`config.mk`:
```
export PLATFORM = sky130hd
export DESIGN_NAME = fsm_avg_ctrl
export DESIGN_NICKNAME = d
export VERILOG_FILES = /design/src/rtl/fsm_avg_pkg.sv /design/src/rtl/avg_accum.sv /design/src/rtl/fsm_avg_ctrl.sv
export SDC_FILE = /design/constraint.sdc
export NUM_CORES = 1
export LEC_CHECK = 0
export ABC_AREA = 0
export CAP_MARGIN = 20
export CORE_UTILIZATION = 55
export DETAILED_ROUTE_END_ITERATION = 8
export PLACE_DENSITY = 0.83
export SYNTH_ARGS = -nofsm -noshare
export SYNTH_HDL_FRONTEND = slang
export SYNTH_SLANG_ARGS = --single-unit
```
`constraint.sdc`:
```
create_clock -name clk -period 5.55 [get_ports clk]
set_input_delay 0.555 -clock clk [delete_from_list [all_inputs] [get_ports clk]]
set_output_delay 0.555 -clock clk [all_outputs]
set_load 0.02 [all_outputs]
```
`src/rtl/fsm_avg_pkg.sv`:
```
// Shared types and helpers for the windowed-average sequencer.
package fsm_avg_pkg;

  // Sequencer states, in the order a window walks through them.
  typedef enum logic [2:0] {
    IDLE  = 3'd0,
    CLEAR = 3'd1,
    WAIT  = 3'd2,
    SUM   = 3'd3,
    DONE  = 3'd4
  } avg_state_t;

  // The accumulator needs LOG2_N extra bits above the sample width so that
  // 2**LOG2_N full-scale samples can never wrap it.
  function automatic int acc_width(input int width, input int log2_n);
    return width + log2_n;
  endfunction

endpackage

```
`src/rtl/avg_accum.sv`:
```
// Sample accumulator and sample counter for one averaging window.
module avg_accum
  import fsm_avg_pkg::*;
#(
  parameter int WIDTH  = 12,
  parameter int LOG2_N = 3
) (
  input  logic                                  clk,
  input  logic                                  rst,
  input  logic                                  clr,
  input  logic                                  en,
  input  logic [WIDTH-1:0]                      din,
  output logic [acc_width(WIDTH, LOG2_N)-1:0]   acc,
  output logic [LOG2_N:0]                       cnt
);

  localparam int ACC_W = acc_width(WIDTH, LOG2_N);
  localparam int CNT_W = LOG2_N + 1;

  logic [ACC_W-1:0] acc_q, acc_d;
  logic [CNT_W-1:0] cnt_q, cnt_d;

  // Clear wins over accumulate; otherwise add one sample and count it.
  always_comb begin
    acc_d = acc_q;
    cnt_d = cnt_q;
    if (clr) begin
      acc_d = '0;
      cnt_d = '0;
    end else if (en) begin
      acc_d = acc_q + ACC_W'(din);
      cnt_d = cnt_q + CNT_W'(1);
    end
  end

  // Accumulator and counter registers with synchronous reset.
  always_ff @(posedge clk) begin
    if (rst) begin
      acc_q <= '0;
      cnt_q <= '0;
    end else begin
      acc_q <= acc_d;
      cnt_q <= cnt_d;
    end
  end

  assign acc = acc_q;
  assign cnt = cnt_q;

endmodule

```
`src/rtl/fsm_avg_ctrl.sv`:
```
// Windowed-average sequencer: accumulates 2**LOG2_N ticked samples and
// publishes their truncated mean with a one-cycle valid strobe.
module fsm_avg_ctrl
  import fsm_avg_pkg::*;
#(
  parameter int WIDTH  = 12,
  parameter int LOG2_N = 3
) (
  input  logic              clk,
  input  logic              rst,
  input  logic              sec,
  input  logic [WIDTH-1:0]  sample_in,
  input  logic              start,
  input  logic              mode_cont,
  output logic              busy,
  output logic              en_sum,
  output logic              rst_sum,
  output logic [WIDTH-1:0]  avg_out,
  output logic              avg_valid,
  output logic [LOG2_N:0]   sample_cnt
);

  localparam int ACC_W = acc_width(WIDTH, LOG2_N);
  localparam int CNT_W = LOG2_N + 1;
  // Counter value seen in the SUM cycle that takes the last sample of a window.
  localparam logic [CNT_W-1:0] CNT_LAST = CNT_W'((1 << LOG2_N) - 1);

  avg_state_t       state_q, state_d;
  logic [WIDTH-1:0] avg_q, avg_d;
  logic             valid_q, valid_d;
  logic [ACC_W-1:0] acc;
  logic [CNT_W-1:0] cnt;

  // The accumulator is held cleared whenever the sequencer signals rst_sum,
  // so a fresh window always starts from zero.
  avg_accum #(
    .WIDTH  (WIDTH),
    .LOG2_N (LOG2_N)
  ) u_accum (
    .clk (clk),
    .rst (rst),
    .clr (rst_sum),
    .en  (en_sum),
    .din (sample_in),
    .acc (acc),
    .cnt (cnt)
  );

  // Next-state and state-decoded control outputs.
  always_comb begin
    state_d = state_q;
    busy    = 1'b1;
    en_sum  = 1'b0;
    rst_sum = 1'b0;
    case (state_q)
      IDLE: begin
        busy    = 1'b0;
        rst_sum = 1'b1;
        if (start || mode_cont) begin
          state_d = CLEAR;
        end
      end
      CLEAR: begin
        rst_sum = 1'b1;
        state_d = WAIT;
      end
      WAIT: begin
        if (sec) begin
          state_d = SUM;
        end
      end
      SUM: begin
        en_sum = 1'b1;
        if (cnt == CNT_LAST) begin
          state_d = DONE;
        end else begin
          state_d = WAIT;
        end
      end
      DONE: begin
        if (mode_cont) begin
          state_d = CLEAR;
        end else begin
          state_d = IDLE;
        end
      end
      default: begin
        busy    = 1'b0;
        state_d = IDLE;
      end
    endcase
  end

  // Result path: divide by the window length with a right shift in DONE and
  // raise the strobe for exactly the following cycle.
  always_comb begin
    avg_d   = avg_q;
    valid_d = 1'b0;
    if (state_q == DONE) begin
      avg_d   = WIDTH'(acc >> LOG2_N);
      valid_d = 1'b1;
    end
  end

  // State and result registers; reset aborts any window without a strobe.
  always_ff @(posedge clk) begin
    if (rst) begin
      state_q <= IDLE;
      avg_q   <= '0;
      valid_q <= 1'b0;
    end else begin
      state_q <= state_d;
      avg_q   <= avg_d;
      valid_q <= valid_d;
    end
  end

  assign avg_out    = avg_q;
  assign avg_valid  = valid_q;
  assign sample_cnt = cnt;

endmodule
```
# Yosys cells after proc, flatten, opt, wreduce, memory -nomap -nowiden
# Index checks and enable logic that the tools add are counted.
# totals
regBits	35
in_bits	17
output_inout_bits	20
# op_classes
n_addsub	2
eq_ne	7
mux	9
n_reduce_logical	6
# op_table
operator	count
adder 15 x 12 -> 15 bit	1
case mux 3 bit (5 select lines)	1
2-to-1 mux 3 bit	3
== test 3 x 2 -> 1 bit (second input constant)	2
2-to-1 mux 1 bit	5
adder 4 x 1 -> 4 bit (second input constant)	1
== test 4 x 3 -> 1 bit (second input constant)	1
inequality test 2 bit (second input constant)	2
OR reduction 2 bit	2
OR reduction 4 bit	1
== test 3 x 1 -> 1 bit (second input constant)	1
== test 3 bit (second input constant)	1
logical NOT 3 bit	1
AND reduction 2 bit	1
logical OR 1 bit	1

# Longest topological paths before layout
# logic_depth
depth_word	4
mapped_depth	8
depth_no_buf	7

# Modules after synthesis
# From an unflattened synthesis, not the netlist that was laid out.
# unflattened
hier_cells	228
hier_area_um2	2085.8
# by_module_without_submodules
module	instances	cells_per_inst	area_each_um2
avg_accum	1	155	1343.8
fsm_avg_ctrl	1	73	742.0

# Worst setup path before layout
# OpenSTA, ideal clock, no wires.
# synth_timing
kind	input port to flip-flop
from	in sample_in[0]
to	reg u_accum.acc_q[8] (netlist: u_accum.acc[8])
t_arrival_ps	2178
path_slack_ps	3253
path_stages	7
cell_sequence	ha_1 > fa_1 > a21o_1 > a221o_1 > o31ai_1 > xor2_1 > o21ai_1
# synth_between
elab_chain_len	1
# synth_lines
item	line	text
from (decl)	fsm_avg_ctrl.sv:12	input logic [WIDTH-1:0] sample_in,
adder 15 x 12 -> 15 bit	avg_accum.sv:31	acc_d = acc_q + ACC_W'(din);
to (signal assigned)	avg_accum.sv:39	acc_q <= '0;
to (signal assigned)	avg_accum.sv:42	acc_q <= acc_d;
to (decl)	avg_accum.sv:20	logic [ACC_W-1:0] acc_q, acc_d;
# No other way between the ends.
# A chain may end at the register's enable or synchronous reset.

# Final worst setup path
# layout_timing
from	reg state_q[1]
to	out en_sum
# layout_between
elab_chain_len	2
# layout_lines
item	line	text
from (decl)	fsm_avg_ctrl.sv:28	avg_state_t state_q, state_d;
from (signal assigned)	fsm_avg_ctrl.sv:112	state_q <= state_d;
== test 3 x 2 -> 1 bit	fsm_avg_ctrl.sv:55	case (state_q)
2-to-1 mux 1 bit	fsm_avg_ctrl.sv:55	
to (decl)	fsm_avg_ctrl.sv:16	output logic en_sum,
# No other way between the ends.

==> impl_metrics.json <==
{
  "setup_violations": 0,
  "max_freq_mhz": 330,
  "grt_max_degree": 20,
  "worst_path_largest_cell_delay_ns": 0.67,
  "r2r_end": "u_accum.acc[11]",
  "relSlewSlack_pct": 61.5,
  "crit_path_frequent_cell": "inv_2",
  "synth.cell_area_sq_mm": 0.00192,
  "status": "finished, final reports clean",
  "post-place-ws_ns": 2.72,
  "slew_violations": 0,
  "worst_hold_slack_ns": 0.460,
  "min_period_over_period_pct": 54.6,
  "cts_tree": "built",
  "cp_num_buf_inv": 3,
  "setup_ws_ns": 2.52,
  "h-tree-depth": 2,
  "endpoint_kind": "output port",
  "finalSetupTns_ns": 0,
  "critPathSlowestCell": "clkdlybuf4s50_1",
  "synth_seq_cells": 35,
  "cp_cell_sequence": "inv_2, or3_1, inv_2, clkdlybuf4s50_1",
  "finalPower_uw": 508,
  "p_leak_nw": 0.869,
  "num_vias": 1830,
  "r2r_slack_ns": 3.38,
  "cts_max_path_buffers": 2,
  "hpwl_um": 3040,
  "async_flop_share_pct": 0,
  "clock_sinks": 35,
  "initial_core_util_pct": 57.5,
  "yosysWarnings": 0,
  "worst_pin_slew_ns": 0.576,
  "first_pass_iters": 4,
  "gp_congestion": 0.874,
  "critPathArrivalTime_ns": 2.48,
  "die_y_um": 61.1,
  "finClkSkew_ns": 0.0132,
  "hold_depth": 1,
  "placement.io_buffers": 36,
  "die-area_sq_mm": 0.00373,
  "ys_seq_area_share_pct": 36.5,
  "synth_edf_count": 0,
  "design_area_sq_mm": 0.00238,
  "crit_family": "buffers and inverters",
  "r2r_start": "state_q[1]",
  "rsz0062_at_grt": "false",
  "cp.required_ns": 4.99,
  "reg2regPathDepth": 7,
  "drive_above_1_share_pct": 4.71,
  "fin_crit_ns": 3.03,
  "syn_area_per_cell_sq_um": 7.87,
  "fillers": 300,
  "cap_violations": 0,
  "ctsResizeCount": 0,
  "grt_usage_pct": 25.3,
  "ios": 37,
  "core_area_sq_mm": 0.00334,
  "hold_viol_final": 0,
  "syn_to_final_growth_pct": 23.8,
  "clk_pin_slew_worst_paths_ns": 0.11,
  "wl_per_cell_um": 13.2,
  "grt_pass1_wl_um": 6960,
  "vias_per_cell": 5.68,
  "antenna_left": 0,
  "clk-insertion-delay-late_ns": 0.35,
  "cts-root-buf": "clkbuf_4",
  "diodes": 0,
  "ys.flop_type": "dfxtp_1",
  "grt_pass1_vias": 1579,
  "hold_path_startpoint": "state_q[0]",
  "detailed_place.area_sq_mm": 0.00229,
  "cp-start-kind": "flop",
  "power.density_mw_per_mm2": 214,
  "cts_buffers": 5,
  "rows": 21,
  "globalRouteOverflowTotal": 0,
  "crit_type": "flop to output port",
  "syn-num-nets": 275,
  "cts_hold_buf": 0,
  "drc": 0,
  "ys_types": 43,
  "irDropWorstVdd_mv": 0.170,
  "die_w_um": 61.1,
  "final_nets": 306,
  "cp_max_fo": 19,
  "routed_wirelength_um": 4250,
  "synthCells": 244,
  "antenna_found_initial": 0,
  "hold-path-endpoint": "state_q[0]",
  "drt_first_iter_violations": 119,
  "hold_path_class": "flop to flop",
  "cts_setup_buffers": 0
}
-- kinds of logic (layout without fill, tap and decap cells) --
kind of cell / count (synthesis) / in the layout / share of synthesized area, %
multiplexers: 1 / 1 / 0.522
AO/OA/AOI/OAI: 63 / 63 / 20.1
flip-flops: 35 / 35 / 36.5
XOR/XNOR: 9 / 9 / 4.11
adder cells (fa/ha/maj): 14 / 14 / 9.52
AND/OR/NAND/NOR: 105 / 105 / 25.8
buffers and inverters: 17 / 49 / 3.46
-- final cells by class --
class	count	area (sq um)	share of cell area [%]
inverters	5	18.8	0.790
flip-flops and latches	35	701	29.5
multi-input cells	192	1150	48.5
well taps	46	57.6	2.42
repair buffers	36	360	15.2
clock buffers	6	51.3	2.16
clock inverters	2	35.0	1.47
-- power by group --
group | total, mW | switching, mW | internal, mW
sequential | 0.255 | 0.00199 | 0.253
combinational | 0.0552 | 0.0306 | 0.0247
clock | 0.198 | 0.0913 | 0.106
-- layout by cell type, fill, tap and decap left out, types with 2 or more instances in the layout --
cell type | netlist | layout
nor4_1 | 2 | 2
a2111oi_0 | 3 | 3
o21ai_1 | 2 | 2
xor2_1 | 4 | 4
clkdlybuf4s50_1 | 0 | 36
a21o_1 | 5 | 5
inv_2 | 2 | 2
nand3_1 | 9 | 9
nand3b_1 | 3 | 3
inv_1 | 3 | 3
ha_1 | 13 | 13
and3_1 | 2 | 2
a31oi_1 | 2 | 2
nand2_1 | 50 | 50
xnor2_1 | 5 | 5
nand2b_1 | 3 | 3
clkbuf_4 | 0 | 5
nor3b_1 | 3 | 3
a311o_1 | 2 | 2
o21ai_0 | 5 | 5
dfxtp_1 | 35 | 35
a21oi_1 | 35 | 35
and2_1 | 3 | 3
nor3_1 | 5 | 5
nor2_1 | 12 | 12
nand4_1 | 7 | 7
-- layer usage --
metal  wire length, um  global-route usage [%]  vias to the layer above
met5                 0                       0                        -
met3               227                    5.25                        7
met4                70                    9.42                        0
met2              1920                    38.4                       53
met1              2030                    35.4                      832
li1                  -                       -                      938
-- sequential cells by signal, indices dropped and copies added, names as in the netlist --
signal	cells
avg_valid	1
avg_out	12
u_accum.cnt	4
state_q	3
u_accum.acc	15
-- cell usage after synthesis (all sizes together), types with 2 or more instances --
master	instances	area [sq um]
nand3	9	45.0
ha	13	163
nand2b	3	18.8
buf	2	10.0
a21o	5	37.5
nor3	5	25.0
o21ai	7	35.0
nand4	7	43.8
clkbuf	10	37.5
xnor2	5	43.8
and3	2	12.5
nand3b	3	22.5
nand2	51	194
a21oi	35	175
nor4	2	12.5
nor3b	3	22.5
xor2	4	35.0
inv	5	18.8
a31oi	2	12.5
dfxtp	35	701
and2	3	18.8
a311o	2	20.0
nor2	12	45.0
a2111oi	3	26.3
-- metrics by stage --
step                      std cells  utilization [%]
after floorplan                 244                -
after global placement          314             68.6
after detailed placement        314             68.6
after CTS                       322             71.2
after global routing            322             71.2
final                           322             71.2
-- how the worst max path moves through the flow --
stage / from / end / slack [ns] / depth (start not counted)
6_report: state_q[1] / en_sum / 2.52 / 4
5_1_grt: state_q[1] / en_sum / 2.39 / 4
4_1_cts: state_q[1] / en_sum / 2.52 / 4
3_5_place_dp: sample_in[0] / u_accum.acc[8] / 2.72 / 8
3_3_place_gp: sample_in[0] / u_accum.acc[8] / 2.76 / 8
2_1_floorplan: sample_in[0] / u_accum.acc[8] / 3.25 / 7
(Power assumes the default switching activity.)
==> RTL change: new RTL, config.mk and constraints unchanged <==
`WIDTH` is set to 12 in 2 places; all go to 6.
--- a/src/rtl/avg_accum.sv
+++ b/src/rtl/avg_accum.sv
@@ -2,7 +2,7 @@
 module avg_accum
   import fsm_avg_pkg::*;
 #(
-  parameter int WIDTH  = 12,
+  parameter int WIDTH  = 6,
   parameter int LOG2_N = 3
 ) (
   input  logic                                  clk,
--- a/src/rtl/fsm_avg_ctrl.sv
+++ b/src/rtl/fsm_avg_ctrl.sv
@@ -3,7 +3,7 @@
 module fsm_avg_ctrl
   import fsm_avg_pkg::*;
 #(
-  parameter int WIDTH  = 12,
+  parameter int WIDTH  = 6,
   parameter int LOG2_N = 3
 ) (
   input  logic              clk,
Ports: changed (resized avg_out and sample_in); port bits go from 37 to 25. The function was not compared with the original's and may differ.
==> RTL change against the unedited design <==
- wire length down 48%
- sequential power down 33%
- setup slack better by 0.65 ns
- design area fell by 41%
- power down 44%
- non-clock buffer count shrank 12
- worst hold slack improved by 0.0021 ns
- sequential cell count down 12
- core utilization is 5.7 points higher
- highest routed layer unchanged
- critical path type unchanged
- area after synthesis is 42% lower
==> RTL change: results (changes against the unedited design) <==
Status
  • Status: finished, final reports clean (unchanged)

Setup path
  • Crit path largest cell delay: 0.64 ns (was 0.67 ns)
  • Worst r2r dst: u_accum.acc[8]$_SDFFE_PP0P_ (was u_accum.acc[11]$_SDFFE_PP0P_)
  • R2R Setup Slk: 3.62 ns (was 3.38 ns)
  • Worst EP arrival: 1.83 ns (was 2.48 ns)
  • Crit Path Max Fanout: 10 (was 19)

Place
  • Placer Congestion: 0.7841 (was 0.8742)
  • HPWL Detailed: 1698 um (was 3036 um)
  • # port buffers: 24 (was 36)

STA
  • Relative slew margins: 0.6053 (was 0.6148)

Global route
  • Global-route wire length before repair: 3463 um (was 6962 um)
  • Number of global-route vias before repair: 831 (was 1579)
  • GRT Total Usage: 0.2297 (was 0.2525)
  • Largest net degree at the start of global routing: 14 (was 20)

Routing
  • Initial DRC Count: 17 (was 119)
  • Detailed-route vias per instance: 5.436 (was 5.683)
  • DR WL/cell: 12.36 um (was 13.19 um)

Final layout
  • Final nets: 174 (was 306)
  • Share of cells above drive strength 1: 0.07143 (was 0.04710)
  • Post-route cell area: 1400 sq um (was 2376 sq um)
  • Largest register FFs: 9 (was 15)

CTS
  • Cts bufs inserted: 3 (was 5)
  • Clk_lat worst skew: 0.31 ns (was 0.35 ns)
  • Clk slew on worst S/H paths: 0.13 ns (was 0.11 ns)

Min path
  • Worst hold path stage count: 2 (was 1)
  • Worst hold path startpoint: avg_out[5]$_SDFFE_PP0N_ (was state_q[0]$_SDFFE_PP0P_)

Synthesis
  • Area contributors post-synth: dfxtp_1 (41%), ha_1 (7.9%), nand2_1 (7.1%) (was dfxtp_1 (37%), nand2_1 (9.8%), a21oi_1 (9.1%))
  • Netlist cell types: 28 (was 43)
  • Sequential cell area fraction in the yosys report: 0.4130 (was 0.3651)
  • Syn Nets: 148 (was 275)
  • Commonest cells in the netlist: dfxtp_1 (23), nand2_1 (21), nor2_1 (17) (was nand2_1 (50), a21oi_1 (35), dfxtp_1 (35))

Pwr
  • Peak VDD IR: 0.1396 mV (was 0.1698 mV)
  • Sw frac: 0.2604 (was 0.2438)
  • Power per cell area: 204.9 nW/um^2 (was 213.9 nW/um^2)
-- RTL change: worst max path at each step --
stage,slack (ns),cells after the start,from,end
after global placement,3.06,8,sample_in[0],u_accum.acc[8]$_SDFFE_PP0P_
after global routing,3.07,3,state_q[1]$_SDFFE_PP0P_,en_sum
after floorplan,3.54,7,sample_in[0],u_accum.acc[8]$_SDFFE_PP0P_
final,3.16,3,state_q[0]$_SDFFE_PP0P_,en_sum
after CTS,3.15,3,state_q[0]$_SDFFE_PP0P_,en_sum
after detailed placement,2.97,8,sample_in[0],u_accum.acc[8]$_SDFFE_PP0P_
-- RTL change: area by class of cell --
cell class / instances / share of cell area
flip-flops and latches: 23 / 0.3289
repair buffers: 24 / 0.1716
clock buffers: 3 / 0.01609
well taps: 25 / 0.02234
clock inverters: 1 / 0.003575
multi-input cells: 100 / 0.4495
inverters: 3 / 0.008043
-- RTL change: per-stage QoR --
step,cells,hold WS [ns]
floorplan,129,0.4400
global placement,175,0.4416
detailed placement,175,0.4453
CTS,179,0.4636
global route,179,0.4830
finish,179,0.4618
-- RTL change: routing by layer --
metal | share of wire | GRT usage
met3 | 0.032 | 0.04615
met5 | 0 | 0
met2 | 0.49 | 0.4056
met1 | 0.46 | 0.2695
met4 | 0.015 | 0.09714
-- RTL change: cells by family after synthesis --
kind of cell / Yosys count / synth area share
AOI/OAI and AO/OA: 30 / 0.1740
xor gates and xnor gates: 10 / 0.07857
buffers and inverters: 6 / 0.02244
and+or+nand+nor: 52 / 0.2155
adders and majority gates: 8 / 0.09652
DFF: 23 / 0.4130
-- RTL change: critical path: cells and delay by family (launching register included) --
family / cells / cell delay (ns)
buffers and inverters: 2 / 0.84
flip-flops: 1 / 0.48
AND/OR/NAND/NOR: 1 / 0.19
